--- src/rtl/display_scan_ctrl.sv ---
// -----------------------------------------------------------------------------
// display_scan_ctrl
//
// Time-multiplexed scan controller for a row of common-anode seven-segment
// digits. A prescaler divides the clock into digit slots. Each slot drives one
// active-low anode and presents that digit's hex nibble to an external
// seven-segment decoder. A PWM window at the start of each slot sets the
// brightness.
//
// New display values arrive over a valid/ready handshake into a one-entry
// pending buffer. They are copied into the display register only at a frame
// boundary, so a frame never shows a mix of old and new digits.
//
// Parameters
//   NUM_DIGITS  : number of digits scanned (2..8)
//   REFRESH_DIV : clock cycles per digit slot (>= 8)
//
// Optional feature
//   LEADING_ZERO_BLANK_EN : when defined, digits above the most significant
//                           nonzero nibble are blanked. Digit 0 is always shown.
//
// Ports
//   clock      : single clock; all logic on the rising edge
//   reset      : synchronous, active-high
//   load_valid : a new display value is offered on load_value
//   load_ready : a new value can be accepted (pending buffer empty, not in reset)
//   load_value : one hex nibble per digit; digit 0 is bits [3:0]
//   digit_mask : bit i = 1 enables digit i
//   brightness : PWM duty level 0..7 (7 = whole slot)
//   anode      : active-low digit select; at most one bit low
//   nibble     : nibble of the digit currently scanned
//   frame_done : one-cycle pulse after the last slot of each full scan
// -----------------------------------------------------------------------------
module display_scan_ctrl #(
  parameter int NUM_DIGITS  = 8,
  parameter int REFRESH_DIV = 100000
) (
  input  logic                    clock,
  input  logic                    reset,
  input  logic                    load_valid,
  output logic                    load_ready,
  input  logic [4*NUM_DIGITS-1:0] load_value,
  input  logic [NUM_DIGITS-1:0]   digit_mask,
  input  logic [2:0]              brightness,
  output logic [NUM_DIGITS-1:0]   anode,
  output logic [3:0]              nibble,
  output logic                    frame_done
);

  // Prescaler and digit index widths.
  localparam int CNT_W = (REFRESH_DIV > 1) ? $clog2(REFRESH_DIV) : 1;
  localparam int IDX_W = (NUM_DIGITS > 1) ? $clog2(NUM_DIGITS) : 1;

  // DIV_W holds REFRESH_DIV itself, which needs one more bit than the counter
  // when REFRESH_DIV is a power of two. The duty multiplier (brightness + 1)
  // reaches 8, so four extra bits keep the product from overflowing.
  localparam int DIV_W = $clog2(REFRESH_DIV + 1);
  localparam int PWM_W = DIV_W + 4;

  localparam logic [CNT_W-1:0] CNT_LAST = CNT_W'(REFRESH_DIV - 1);
  localparam logic [IDX_W-1:0] IDX_LAST = IDX_W'(NUM_DIGITS - 1);
  localparam logic [PWM_W-1:0] DIV_EXT  = PWM_W'(REFRESH_DIV);

  logic [CNT_W-1:0]        presc_count;
  logic [IDX_W-1:0]        digit_index;
  logic                    slot_tick;
  logic                    frame_tick;

  logic [4*NUM_DIGITS-1:0] display_reg;
  logic [4*NUM_DIGITS-1:0] pending_reg;
  logic                    pending_full;
  logic                    handshake;

  logic [PWM_W-1:0]        duty_steps;
  logic [PWM_W-1:0]        pwm_limit;
  logic                    pwm_on;

  logic [3:0]              cur_nibble;
  logic                    cur_enabled;
  logic                    digit_lit;
  logic [NUM_DIGITS-1:0]   anode_next;

  // The slot tick is the wrap cycle of the prescaler. The frame tick is the
  // slot tick on the last digit.
  assign slot_tick  = (presc_count == CNT_LAST);
  assign frame_tick = slot_tick && (digit_index == IDX_LAST);

  // Ready is forced low during reset, even though pending_full is already
  // being cleared, so no handshake can occur while reset is held.
  assign load_ready = ~pending_full & ~reset;
  assign handshake  = load_valid & load_ready;

  always_ff @(posedge clock) begin
    if (reset) begin
      presc_count <= '0;
      digit_index <= '0;
    end else begin
      if (slot_tick) begin
        presc_count <= '0;
        if (digit_index == IDX_LAST) begin
          digit_index <= '0;
        end else begin
          digit_index <= digit_index + IDX_W'(1);
        end
      end else begin
        presc_count <= presc_count + CNT_W'(1);
      end
    end
  end

  // One-entry pending buffer in front of the display register. A full buffer
  // holds ready low, so a handshake and a frame transfer can never involve a
  // full buffer on the same edge. A handshake on the frame tick with an empty
  // buffer only fills it. That value waits for the next frame boundary.
  always_ff @(posedge clock) begin
    if (reset) begin
      display_reg  <= '0;
      pending_reg  <= '0;
      pending_full <= 1'b0;
    end else if (frame_tick && pending_full) begin
      display_reg  <= pending_reg;
      pending_full <= 1'b0;
    end else if (handshake) begin
      pending_reg  <= load_value;
      pending_full <= 1'b1;
    end
  end

  // PWM window: the anode is on while
  //   count < ((brightness + 1) * REFRESH_DIV) / 8.
  // Brightness 7 gives exactly REFRESH_DIV, which is the whole slot.
  always_comb begin
    duty_steps = PWM_W'(brightness) + PWM_W'(1);
    pwm_limit  = (duty_steps * DIV_EXT) >> 3;
    pwm_on     = PWM_W'(presc_count) < pwm_limit;
  end

  // Select the nibble and mask bit of the digit being scanned. This is a
  // compare loop rather than an indexed part-select, so index values that are
  // never reached cannot read outside the vectors.
  always_comb begin
    cur_nibble  = 4'h0;
    cur_enabled = 1'b0;
    for (int i = 0; i < NUM_DIGITS; i++) begin
      if (digit_index == IDX_W'(i)) begin
        cur_nibble  = display_reg[4*i +: 4];
        cur_enabled = digit_mask[i];
      end
    end
  end

`ifdef LEADING_ZERO_BLANK_EN
  logic [IDX_W-1:0] top_digit;

  // Find the most significant nonzero digit. The scan starts at digit 1, so
  // an all-zero value leaves top_digit at 0 and digit 0 stays visible.
  always_comb begin
    top_digit = '0;
    for (int i = 1; i < NUM_DIGITS; i++) begin
      if (display_reg[4*i +: 4] != 4'h0) begin
        top_digit = IDX_W'(i);
      end
    end
  end

  assign digit_lit = cur_enabled & pwm_on & ~(digit_index > top_digit);
`else
  assign digit_lit = cur_enabled & pwm_on;
`endif

  always_comb begin
    anode_next = '1;
    for (int i = 0; i < NUM_DIGITS; i++) begin
      if (digit_lit && (digit_index == IDX_W'(i))) begin
        anode_next[i] = 1'b0;
      end
    end
  end

  // Output register. It adds one cycle of latency relative to the index and
  // prescaler, and keeps the pins glitch-free. frame_done is the frame tick
  // delayed by one cycle.
  always_ff @(posedge clock) begin
    if (reset) begin
      anode      <= '1;
      nibble     <= 4'h0;
      frame_done <= 1'b0;
    end else begin
      anode      <= anode_next;
      nibble     <= cur_nibble;
      frame_done <= frame_tick;
    end
  end

endmodule

--- config.mk ---
export PLATFORM = sky130hd
export DESIGN_NAME = display_scan_ctrl
export DESIGN_NICKNAME = d
export VERILOG_FILES = /design/src/rtl/display_scan_ctrl.sv
export SDC_FILE = /design/constraint.sdc
export NUM_CORES = 1
export LEC_CHECK = 0
export CAP_MARGIN = 25
export CORE_MARGIN = 2
export CORE_UTILIZATION = 30
export DETAILED_ROUTE_END_ITERATION = 7
export MAX_ROUTING_LAYER = met4
export SYNTH_ARGS = -nofsm -noshare
export SYNTH_HDL_FRONTEND = slang
export SYNTH_SLANG_ARGS = --single-unit
export TNS_END_PERCENT = 20
--- constraint.sdc ---
create_clock -name clock -period 4.5 [get_ports clock]
set_input_delay 0.9 -clock clock [delete_from_list [all_inputs] [get_ports clock]]
set_output_delay 0.9 -clock clock [all_outputs]
set_load 0.01 [all_outputs]
==> impl_results.html <==
<table>
<tr><th>Metric</th><th>Value</th></tr>
<tr><th colspan="2">Logic synthesis</th></tr>
<tr><td>Sequential element share of the synthesized area</td><td>40.2%</td></tr>
<tr><td>Net Count, Synth</td><td>646</td></tr>
<tr><td>Async S/R FF share, synth</td><td>0%</td></tr>
<tr><td>Syn Area/Cell</td><td>8.65 um^2</td></tr>
<tr><td>EDFF count, synth</td><td>0</td></tr>
<tr><td>Most area-hungry cell type in the Yosys netlist</td><td>sky130_fd_sc_hd__dfxtp_1</td></tr>
<tr><td>Synthesis warning total</td><td>0</td></tr>
<tr><td>Most common flop cell mapped by yosys</td><td>sky130_fd_sc_hd__dfxtp_1</td></tr>
<tr><td>Count of different cell masters after synthesis</td><td>48</td></tr>
<tr><td>Largest cells by area after synthesis</td><td>sky130_fd_sc_hd__dfxtp_1 (40%), sky130_fd_sc_hd__ha_1 (9.2%), sky130_fd_sc_hd__nand3b_1 (5.8%), sky130_fd_sc_hd__nand2_1 (4.3%), sky130_fd_sc_hd__o21ai_0 (4.3%)</td></tr>
<tr><td>Syn Inst Count</td><td>564</td></tr>
<tr><td>Summed instance area of the synthesized netlist</td><td>4880 um^2</td></tr>
<tr><td>Area share of the leading cell type in the synthesized netlist</td><td>40.2%</td></tr>
<tr><td>Number of synthesized register bits</td><td>98</td></tr>
<tr><th colspan="2">Worst hold path</th></tr>
<tr><td>Depth of the worst hold-timing path</td><td>1</td></tr>
<tr><td>Worst Hold End</td><td>presc_count[0]</td></tr>
<tr><td>Hold Crit Start</td><td>presc_count[0]</td></tr>
<tr><td>Hold Path Class</td><td>register to register</td></tr>
<tr><th colspan="2">Worst setup path</th></tr>
<tr><td>Slowest Stage Delay on Critical Path</td><td>440 ps</td></tr>
<tr><td>Cell-by-cell listing of the critical path</td><td>clkdlybuf4s50_1 -&gt; buf_6 -&gt; ha_2 -&gt; xnor2_2 -&gt; ha_1 -&gt; inv_1 -&gt; ha_1 -&gt; ha_1 -&gt; a31o_2 -&gt; a31oi_4 -&gt; xor2_1 -&gt; ha_1 -&gt; nand4_1 -&gt; nor2_1 -&gt; a211o_1 -&gt; o211ai_1 -&gt; buf_4 -&gt; nand3_1</td></tr>
<tr><td>Critical path required time</td><td>4680 ps</td></tr>
<tr><td>Setup crit end kind</td><td>register</td></tr>
<tr><td>Reg2reg setup slack</td><td>1670 ps</td></tr>
<tr><td>Critical setup path kind</td><td>input pin to register</td></tr>
<tr><td>Number of cells traversed by the worst register-to-register path</td><td>7</td></tr>
<tr><td>Endpoint of the worst register-to-register path</td><td>anode[2]</td></tr>
<tr><td>Crit path arrival time</td><td>4450 ps</td></tr>
<tr><td>Slowest stage cell, crit path</td><td>sky130_fd_sc_hd__clkdlybuf4s50_1</td></tr>
<tr><td>Worst R2R Start</td><td>digit_index[2]</td></tr>
<tr><td>Critical path's top delay family</td><td>adder cells</td></tr>
<tr><td>Critical path buffers and inverters</td><td>4</td></tr>
<tr><td>Critical path launch point type</td><td>input pin</td></tr>
<tr><td>Most frequent cell on the critical path</td><td>sky130_fd_sc_hd__ha_1</td></tr>
<tr><td>Peak fanout along the critical path</td><td>8</td></tr>
<tr><th colspan="2">Die</th></tr>
<tr><td>Die area</td><td>17,300 um^2</td></tr>
<tr><td>Cell Rows</td><td>46</td></tr>
<tr><td>Total core area</td><td>15,900 um^2</td></tr>
<tr><td>I/O pins</td><td>60</td></tr>
<tr><td>Die Y</td><td>132 um</td></tr>
<tr><td>Chip width</td><td>132 um</td></tr>
<tr><td>Effective utilization at floorplan</td><td>30.7%</td></tr>
<tr><th colspan="2">Global routing</th></tr>
<tr><td>Maximum number of pins on one net before global-route repair</td><td>79</td></tr>
<tr><td>Number of global-route vias before repair</td><td>3,798</td></tr>
<tr><td>Total overflow reported by the global router</td><td>0</td></tr>
<tr><td>Antenna violations before repair</td><td>0</td></tr>
<tr><td>First-pass GRT wire length</td><td>18,800 um</td></tr>
<tr><td>Total routing usage reported by global routing</td><td>13.7%</td></tr>
<tr><th colspan="2">Place</th></tr>
<tr><td>Detailed placer's ending HPWL</td><td>8270 um</td></tr>
<tr><td>Placement-stage cell area</td><td>5710 um^2</td></tr>
<tr><td>Count of buffers inserted at the top-level ports</td><td>59</td></tr>
<tr><td>Cells after DPL</td><td>824</td></tr>
<tr><td>Global placement routability congestion</td><td>0.837</td></tr>
<tr><th colspan="2">Clock network</th></tr>
<tr><td>CTS clk-pin slew, worst paths</td><td>70 ps</td></tr>
<tr><td>Longest Clk Path Bufs</td><td>2</td></tr>
<tr><td>Count of clock tree sinks</td><td>98</td></tr>
<tr><td>CTS Root Buffer Type</td><td>sky130_fd_sc_hd__clkbuf_16</td></tr>
<tr><td>Maximum level of the CTS H-tree</td><td>3</td></tr>
<tr><td>Num CTS Buffers</td><td>9</td></tr>
<tr><td>Clock Latency Late Sink</td><td>340 ps</td></tr>
<tr><td>Clock tree from TritonCTS</td><td>built</td></tr>
<tr><th colspan="2">Final layout</th></tr>
<tr><td>Most common cell after layout, fill and taps aside</td><td>sky130_fd_sc_hd__dfxtp_1</td></tr>
<tr><td>Final instance area</td><td>6110 um^2</td></tr>
<tr><td>Proportion of layout cells with a drive suffix above 1</td><td>8.49%</td></tr>
<tr><td>Area grow syn2layout</td><td>25.3%</td></tr>
<tr><td># diodes</td><td>0</td></tr>
<tr><td>Post-route insts no fill</td><td>840</td></tr>
<tr><td>Post-layout nets</td><td>701</td></tr>
<tr><td>Highest-count cells in the layout ignoring fill and taps</td><td>sky130_fd_sc_hd__dfxtp_1 (98), sky130_fd_sc_hd__clkdlybuf4s50_1 (58), sky130_fd_sc_hd__nand2_1 (56)</td></tr>
<tr><th colspan="2">Run</th></tr>
<tr><td>Number of violations of the max-capacitance limit</td><td>0</td></tr>
<tr><th colspan="2">Timing</th></tr>
<tr><td>Number of pins exceeding their max-slew limit in the final report</td><td>0</td></tr>
<tr><td>Post-route clock period utilization</td><td>94.8%</td></tr>
<tr><td>Time the final worst path needs with I/O delays and setup</td><td>4270 ps</td></tr>
<tr><td>Final number of hold-violating endpoints</td><td>0</td></tr>
<tr><td>Setup violators final</td><td>0</td></tr>
<tr><td>Unrepaired setup endpoints after global routing</td><td>no</td></tr>
<tr><td>Max Freq</td><td>0.234 GHz</td></tr>
<tr><td>Max-Slew Margin vs Limit</td><td>37.3%</td></tr>
<tr><td>Slew at the pin with the worst max-slew slack</td><td>934 ps</td></tr>
<tr><td>Max Clock Skew</td><td>7.61 ps</td></tr>
<tr><td>Worst slack on hold paths</td><td>445 ps</td></tr>
<tr><th colspan="2">Power and ir drop</th></tr>
<tr><td>Max VDD drop</td><td>0.148 mV</td></tr>
<tr><td>Total power density per cell area</td><td>333 nW/um^2</td></tr>
<tr><td>Overall power of the completed layout</td><td>2.04 mW</td></tr>
<tr><td>Standby leakage power</td><td>2.27 nW</td></tr>
<tr><th colspan="2">Drt</th></tr>
<tr><td>Post-route ant nets</td><td>0</td></tr>
<tr><td>Sum of met3 wire segment lengths after detailed routing</td><td>420 um</td></tr>
<tr><td>Wirelength per Cell</td><td>13.6 um</td></tr>
<tr><td>Total via count in the routed design</td><td>4,005</td></tr>
<tr><td>DR iter-0 viols</td><td>213</td></tr>
<tr><td>Top routing layer in use</td><td>met4</td></tr>
<tr><td>Detail-routed via count per cell</td><td>4.77</td></tr>
<tr><td>Met1 layer wirelength in the final routing</td><td>5560 um</td></tr>
<tr><td>Routed length on met2</td><td>5310 um</td></tr>
<tr><td>DRC violations left</td><td>0</td></tr>
<tr><td>Drt pass-1 iters</td><td>5</td></tr>
<tr><td>Final wirelength</td><td>11,500 um</td></tr>
<tr><th colspan="2">Run status</th></tr>
<tr><td>Run status</td><td>complete, no violations</td></tr>
</table>
==> timing repair <==
| action | CTS | global route |
|---|---|---|
| buffers inserted | 0 | 0 |
| resized for setup | 0 | 9 |
| hold buffers | 0 | 0 |
| setup endpoints to repair | 0 | 8 |
==> through the flow <==
step,setup TNS [ps],utilization (%),worst slack [ps]
final,0,38.5,232
after global routing,0,38.5,4.40
after CTS,0,38.1,173
after detailed placement,-1030,35.9,-162
after global placement,-412,35.9,-74.4
after floorplan,0,-,67.5
==> metal layers <==
metal	up-vias	GRT usage [%]
met5	-	-
met4	0	4.59
met3	13	2.24
met2	95	21.1
met1	1836	18.4
li1	2061	-
==> cells in the mapped netlist, types with 26 or more instances <==
| library cell | instances |
|---|---|
| sky130_fd_sc_hd__nor2_1 | 39 |
| sky130_fd_sc_hd__clkbuf_1 | 26 |
| sky130_fd_sc_hd__o21ai_0 | 42 |
| sky130_fd_sc_hd__ha_1 | 36 |
| sky130_fd_sc_hd__nand2_1 | 56 |
| sky130_fd_sc_hd__o21ai_1 | 30 |
| sky130_fd_sc_hd__a21oi_1 | 26 |
| sky130_fd_sc_hd__nand2b_1 | 33 |
| sky130_fd_sc_hd__nand3b_1 | 38 |
| sky130_fd_sc_hd__dfxtp_1 | 98 |
==> logic make-up (layout without fill, tap and decap cells) <==
group                    Yosys count  count (layout)  share of synthesized area [%]
adder cells (fa/ha/maj)           36              36                           9.23
AO/OA/AOI/OAI                    129             129                           15.5
buffers and inverters             51             111                           4.95
flip-flops                        98              98                           40.2
AND/OR/NAND/NOR                  221             221                           24.6
XOR/XNOR                          29              29                           5.54
==> area by class of cell <==
class / count / area (um^2)
Timing Repair Buffer: 79 / 739
Tap cell: 216 / 270
Sequential cell: 98 / 1960
Clock inverter: 4 / 97.6
Multi-Input combinational cell: 415 / 2730
Fill cell: 1588 / 9770
Clock buffer: 12 / 256
Inverter: 16 / 60.1
==> power breakdown <==
group          switching (mW)  internal (mW)
sequential            0.00796          0.890
clock                   0.315          0.574
combinational           0.118          0.132
total                   0.441           1.60
==> how the worst max path moves through the flow <==
stage / start / to / slack (ps) / cells past startpoint
after global placement: brightness[0] / anode[7] / -70 / 18
after global routing: brightness[0] / anode[7] / 4 / 18
after floorplan: brightness[0] / anode[3] / 70 / 17
after CTS: brightness[0] / anode[7] / 170 / 18
after detailed placement: brightness[0] / anode[7] / -160 / 18
final: brightness[0] / anode[7] / 230 / 18
Power figures use the tool's default switching activity.
